## config.mk

```make
export PLATFORM = sky130hd
export DESIGN_NAME = fp_mult_seq
export DESIGN_NICKNAME = d
export VERILOG_FILES = /design/src/rtl/fp_pkg.sv /design/src/rtl/fp_unpack.sv /design/src/rtl/fp_mult_seq.sv
export SDC_FILE = /design/constraint.sdc
export NUM_CORES = 2
export LEC_CHECK = 0
export CAP_MARGIN = 20
export CORE_UTILIZATION = 38
export CTS_CLUSTER_DIAMETER = 50
export CTS_CLUSTER_SIZE = 40
export DETAILED_ROUTE_END_ITERATION = 8
export RECOVER_POWER = 25
export SYNTH_ARGS = -nofsm -noshare
export SYNTH_HDL_FRONTEND = slang
export SYNTH_SLANG_ARGS = --single-unit
```

## constraint.sdc

```tcl
create_clock -name clk -period 13.31 [get_ports clk]
set_clock_uncertainty 0.1 [all_clocks]
set_input_delay 2.662 -clock clk [delete_from_list [all_inputs] [get_ports clk]]
set_output_delay 2.662 -clock clk [all_outputs]
set_load 0.005 [all_outputs]
```

## src/rtl/fp_pkg.sv

```systemverilog
// fp_pkg: shared types, flag indices and helpers for the sequential FP multiplier.
package fp_pkg;
  typedef enum logic [2:0] {
    S_IDLE,
    S_UNPACK,
    S_MULT,
    S_NORM,
    S_ROUND,
    S_DONE
  } fpm_state_t;
  typedef enum logic [1:0] {
    FP_ZERO,
    FP_NORMAL,
    FP_INF,
    FP_NAN
  } fp_class_t;
  localparam int FLAG_INEXACT   = 0;
  localparam int FLAG_UNDERFLOW = 1;
  localparam int FLAG_OVERFLOW  = 2;
  localparam int FLAG_INVALID   = 3;
  function automatic logic [63:0] fp_qnan(input int exp_w, input int man_w);
    return (((64'd1 << exp_w) - 64'd1) << man_w) | (64'd1 << (man_w - 1));
  endfunction
endpackage

```

## src/rtl/fp_unpack.sv

```systemverilog
// fp_unpack: splits an FP word into sign/exponent/significand and classifies it (subnormals flush to zero).
module fp_unpack
  import fp_pkg::*;
#(
  parameter int EXP_W = 8,
  parameter int MAN_W = 23
) (
  input  logic [EXP_W+MAN_W:0] x_i,
  output logic                 sign_o,
  output logic [EXP_W-1:0]     exp_o,
  output logic [MAN_W:0]       sig_o,
  output fp_class_t            cls_o
);
  logic exp_zero, exp_ones, frac_zero;
  assign sign_o    = x_i[EXP_W+MAN_W];
  assign exp_o     = x_i[MAN_W +: EXP_W];
  assign exp_zero  = exp_o == '0;
  assign exp_ones  = &exp_o;
  assign frac_zero = x_i[MAN_W-1:0] == '0;
  assign sig_o     = exp_zero ? '0 : {1'b1, x_i[MAN_W-1:0]};
  assign cls_o     = exp_zero ? FP_ZERO : !exp_ones ? FP_NORMAL : frac_zero ? FP_INF : FP_NAN;
endmodule

```

## src/rtl/fp_mult_seq.sv

```systemverilog
// fp_mult_seq: multi-cycle parametrised FP multiplier with start/done handshake.
// Define FP_MULT_RNE_EN for round-to-nearest-even; otherwise results are truncated.
module fp_mult_seq
  import fp_pkg::*;
#(
  parameter int EXP_W = 8,
  parameter int MAN_W = 23
) (
  input  logic                 clk,
  input  logic                 rst,
  input  logic                 start,
  input  logic [EXP_W+MAN_W:0] a,
  input  logic [EXP_W+MAN_W:0] b,
  output logic                 busy,
  output logic                 done,
  output logic [EXP_W+MAN_W:0] p,
  output logic [3:0]           flags
);
  localparam int W  = 1 + EXP_W + MAN_W;
  localparam int EW = EXP_W + 2;
  localparam int PW = 2 * MAN_W + 2;
  localparam logic [EW-1:0] BIAS  = EW'((1 << (EXP_W - 1)) - 1);
  localparam logic [EW-1:0] E_MAX = EW'((1 << EXP_W) - 1);
  localparam logic [W-1:0]  QNAN  = W'(fp_qnan(EXP_W, MAN_W));

  fpm_state_t       state_q, state_d;
  logic [W-1:0]     a_q, b_q, p_q, p_d;
  logic [3:0]       flags_q, flags_d;
  logic             sign_q, g_q, s_q, g_n, s_n, msb, inc, accept;
  logic [EW-1:0]    e_q, e_r;
  logic [MAN_W:0]   siga_q, sigb_q, frac_r;
  logic [MAN_W-1:0] frac_q, frac_n;
  logic [PW-1:0]    prod_q;
  fp_class_t        ca_q, cb_q, ua_cls, ub_cls;
  logic             ua_sign, ub_sign;
  logic [EXP_W-1:0] ua_exp, ub_exp;
  logic [MAN_W:0]   ua_sig, ub_sig;
  logic             nan_in, inf_zero, any_inf, any_zero, ovf, udf;

  fp_unpack #(.EXP_W(EXP_W), .MAN_W(MAN_W)) u_unpack_a (
    .x_i(a_q), .sign_o(ua_sign), .exp_o(ua_exp), .sig_o(ua_sig), .cls_o(ua_cls)
  );
  fp_unpack #(.EXP_W(EXP_W), .MAN_W(MAN_W)) u_unpack_b (
    .x_i(b_q), .sign_o(ub_sign), .exp_o(ub_exp), .sig_o(ub_sig), .cls_o(ub_cls)
  );

  always_comb begin
    state_d = state_q;
    case (state_q)
      S_IDLE, S_DONE: state_d = start ? S_UNPACK : S_IDLE;
      S_UNPACK:       state_d = S_MULT;
      S_MULT:         state_d = S_NORM;
      S_NORM:         state_d = S_ROUND;
      S_ROUND:        state_d = S_DONE;
      default:        state_d = S_IDLE;
    endcase
  end

  assign accept = (state_q == S_IDLE || state_q == S_DONE) && start;
  assign busy   = state_q inside {S_UNPACK, S_MULT, S_NORM, S_ROUND};
  assign done   = state_q == S_DONE;
  assign p      = p_q;
  assign flags  = flags_q;

  // Normal significands lie in [1,2), so the product lies in [1,4): at most one bit of renormalisation.
  assign msb    = prod_q[PW-1];
  assign frac_n = msb ? prod_q[PW-2 -: MAN_W] : prod_q[PW-3 -: MAN_W];
  assign g_n    = msb ? prod_q[MAN_W] : prod_q[MAN_W-1];
  assign s_n    = msb ? |prod_q[MAN_W-1:0] : |prod_q[MAN_W-2:0];

`ifdef FP_MULT_RNE_EN
  assign inc = g_q & (s_q | frac_q[0]);
`else
  assign inc = 1'b0;
`endif
  assign frac_r = {1'b0, frac_q} + (MAN_W + 1)'(inc);
  assign e_r    = e_q + EW'(frac_r[MAN_W]);
  assign ovf    = !e_r[EW-1] && e_r >= E_MAX;
  assign udf    = e_r[EW-1] || e_r == '0;

  assign nan_in   = ca_q == FP_NAN || cb_q == FP_NAN;
  assign inf_zero = (ca_q == FP_INF && cb_q == FP_ZERO) || (ca_q == FP_ZERO && cb_q == FP_INF);
  assign any_inf  = ca_q == FP_INF || cb_q == FP_INF;
  assign any_zero = ca_q == FP_ZERO || cb_q == FP_ZERO;

  always_comb begin
    p_d = {sign_q, e_r[EXP_W-1:0], frac_r[MAN_W-1:0]};
    flags_d = '0;
    flags_d[FLAG_INEXACT] = g_q | s_q;
    if (nan_in || inf_zero) begin
      p_d = QNAN;
      flags_d = '0;
      flags_d[FLAG_INVALID] = inf_zero;
    end else if (any_inf) begin
      p_d = {sign_q, {EXP_W{1'b1}}, {MAN_W{1'b0}}};
      flags_d = '0;
    end else if (any_zero) begin
      p_d = {sign_q, {(W - 1){1'b0}}};
      flags_d = '0;
    end else if (ovf) begin
      p_d = {sign_q, {EXP_W{1'b1}}, {MAN_W{1'b0}}};
      flags_d[FLAG_OVERFLOW] = 1'b1;
      flags_d[FLAG_INEXACT] = 1'b1;
    end else if (udf) begin
      p_d = {sign_q, {(W - 1){1'b0}}};
      flags_d[FLAG_UNDERFLOW] = 1'b1;
      flags_d[FLAG_INEXACT] = 1'b1;
    end
  end

  always_ff @(posedge clk) begin
    if (rst) begin
      state_q <= S_IDLE;
      p_q     <= '0;
      flags_q <= '0;
    end else begin
      state_q <= state_d;
      if (accept) begin
        a_q <= a;
        b_q <= b;
      end
      if (state_q == S_UNPACK) begin
        sign_q <= ua_sign ^ ub_sign;
        e_q    <= EW'(ua_exp) + EW'(ub_exp) - BIAS;
        siga_q <= ua_sig;
        sigb_q <= ub_sig;
        ca_q   <= ua_cls;
        cb_q   <= ub_cls;
      end
      if (state_q == S_MULT) prod_q <= PW'(siga_q) * PW'(sigb_q);
      if (state_q == S_NORM) begin
        frac_q <= frac_n;
        g_q    <= g_n;
        s_q    <= s_n;
        e_q    <= e_q + EW'(msb);
      end
      if (state_q == S_ROUND) begin
        p_q     <= p_d;
        flags_q <= flags_d;
      end
    end
  end
endmodule

```

==> reports/qor.yml <==
outcome:
  outcome: "completed"
critical_path:
  cp_common_cell: "fa_1"
  crit_type: "register to register"
  timing.critical_path.arrival_ns: 7.74
  cpPeakStageDelay_ns: 1.05
  crit_path_max_fanout: 24
  crit_buf_inv: 4
  crit_family: "adder cells"
  cp_slowest_cell: "edfxtp_1"
  cp.required_ns: 13.49
  crit_path_end_kind: "register"
  crit_chain: "and2_1, fa_1, fa_1, inv_1, fa_1, fa_1, inv_1, fa_1, fa_1, inv_1, fa_1, inv_1, ha_1, a21o_1, a21o_1, o31ai_1, a21oi_1, a21oi_1, o21ai_1, nor3_1, a211oi_1"
  cp-start-kind: "register"
die:
  dieArea_um2: 75000
  core_area_um2: 73100
  chipHeight_um: 274
  row_count: 99
  chipWidth_um: 274
  start_util_pct: 38.4
  ioPinCount: 105
global_routing:
  grt_util_all_layers_pct: 18.2
  grt_max_degree: 65
  grt_pass1_vias: 20900
  antenna_found_initial: 0
  overflow: 0
  grt_pass1_wl_mm: 109
yosys:
  synth_compound_area_share_pct: 5.25
  synth_top_cell_by_area: "fa_1"
  yosysWarnings: 0
  synth_top_family_by_area: "adder cells"
  async_reset_ff_share_pct: 0
  ys.flop_type: "edfxtp_1"
  syn_area_per_cell_um2: 10.1
  ys_ff_latch: 239
  seq_area_frac_synth_pct: 24.2
  synth_top_area_share_pct: 34.4
  synth_xor_area_share_pct: 1.93
  synth_fa_ha_area_share_pct: 43.0
  synthMuxAreaShare_pct: 1.04
  synth_edf_count: 200
  syn_inst: 2782
  synth_cell_types: 63
  synth_nets: 3523
  ys_top_cells_by_area: "fa_1, edfxtp_1, ha_1"
  mappedNetlistArea_um2: 28100
  yosys.area_share.simple_pct: 15.0
routing:
  route.detailed.drc: 0
  wl_per_cell_um: 17.5
  num_vias: 18800
  first_pass_iters: 5
  drt_iter0_drc: 950
  finalWirelength_mm: 65.9
  ant_nets: 0
  routed_via_density: 4.99
timing:
  fin_crit_sh_pct: 56.8
  tightest_slew_ns: 1.15
  hold_viol_final: 0
  timing.fmax_ghz: 0.132
  setup_tns_ns: 0
  slew_headroom_pct: 23.1
  min_period_ns: 7.57
  report.final.slew_viol_count: 0
  finalSetupViolCount: 0
  rsz0062_at_grt: "no"
finish:
  seqCellArea_um2: 6790
  syn_to_final_growth_pct: 9.63
  n_antenna_cell: 0
  drive_above_1_share_pct: 3.74
  num-fill-cells: 7062
  multi_input_area_um2: 18600
  nNetsFinal: 3536
  layout_common_cells: "inv_1, fa_1, nand2_1, and2_1, edfxtp_1"
  final_common_cell: "inv_1"
run:
  max_cap_violations: 0
placed_design:
  hpwl_mm: 52.8
  place.port_buffers: 104
  place.gp.congestion: 0.887
clock_tree:
  cts_hold_buf: 0
  clockBufferDepth: 3
  postCtsResizedCells: 0
  tritoncts: "yes"
  clk_latency_ns: 0.54
  cts_setup_buffers: 0
  numCtsBuffers: 21
  cts-root-buf: "clkbuf_16"
  cts_htree_levels: 1
  clock_sinks: 239
  clk_pin_slew_worst_paths_ns: 0.08
hold_path:
  min_path_type: "register to register"
[state kept, by name, indices dropped and copies added (netlist names)]
signal	cells
state_q	3
b_q	32
g_q	1
p	32
sigb_q	24
sign_q	1
siga_q	24
prod_q	48
frac_q	23
a_q	32
e_q	10
ca_q	2
flags	4
s_q	1
cb_q	2
[cell type report]
type | count | share of cell area, %
clock buffers | 23 | 1.80
inverters | 572 | 6.98
multi-input cells | 1829 | 60.5
clock inverters | 14 | 0.565
well taps | 959 | 3.90
repair buffers | 132 | 4.22
flip-flops and latches | 239 | 22.1
[cells in the mapped netlist, types with 5 or more instances]
cell type and count:
edfxtp_1 200, nand3_1 13, a31oi_1 7, nand2_1 332
xor2_1 22, ha_1 191, o21ai_0 47, fa_1 483
o21bai_1 17, nor2_1 65, dfxtp_1 39, and2_1 336
a22oi_1 23, mux2_2 25, a21o_1 17, o21a_1 7
xnor2_1 40, and3_1 6, a21oi_1 82, nor4_1 23
clkbuf_1 135, nor2b_1 5, inv_1 572, nand4_1 27
nor3_1 12
[kinds of logic after synthesis]
| kind of cell | after synthesis |
|---|---|
| buffers and inverters | 714 |
| xor gates and xnor gates | 62 |
| DFF | 239 |
| AOI/OAI and AO/OA | 232 |
| and+or+nand+nor | 835 |
| muxes | 26 |
| adders and majority gates | 674 |
[worst reg2reg max path, stage by stage (launching register included)]
cell and delay [ns]:
edfxtp_1 1.05, and2_1 0.30, fa_1 0.44, fa_1 0.54
inv_1 0.06, fa_1 0.50, fa_1 0.52, inv_1 0.05
fa_1 0.48, fa_1 0.53, inv_1 0.06, fa_1 0.48
inv_1 0.05, ha_1 0.40, a21o_1 0.24, a21o_1 0.21
o31ai_1 0.37, a21oi_1 0.13, a21oi_1 0.32, o21ai_1 0.19
nor3_1 0.22, a211oi_1 0.07
[per-layer routing]
layer	up-vias	part of all wire, %	GRT usage, %	wire (µm)
met2	443	52	32.7	34200
met1	9691	41	23.0	26800
met4	0	3.1	5.69	2030
met3	99	4.3	1.67	2830
li1	8567	-	-	-
met5	-	0	0	0
[per-stage QoR]
stage	hold slack, ns	cell area (µm²)	instances	util [%]	worst slack (ns)
floorplan	0.359	28100	2782	-	3.07
global placement	0.366	30000	3727	41.0	5.82
detailed placement	0.377	30000	3728	41.0	5.79
CTS	0.392	30700	3765	42.0	5.77
global route	0.418	30800	3768	42.1	5.48
finish	0.391	30800	3768	42.1	5.74
[path summary, 6_finish.rpt]
check              from    endpoint  slack, ns  cells past startpoint
max reg2reg  siga_q[18]  prod_q[41]       5.74                     21
max          siga_q[18]  prod_q[41]       5.74                     21
min reg2reg      sign_q       p[31]       0.39                      2
min              sign_q       p[31]       0.39                      2
Power is left out: the tool's default activity adds up to more than one toggle a clock period on the data nets, which glitch-free logic cannot reach.
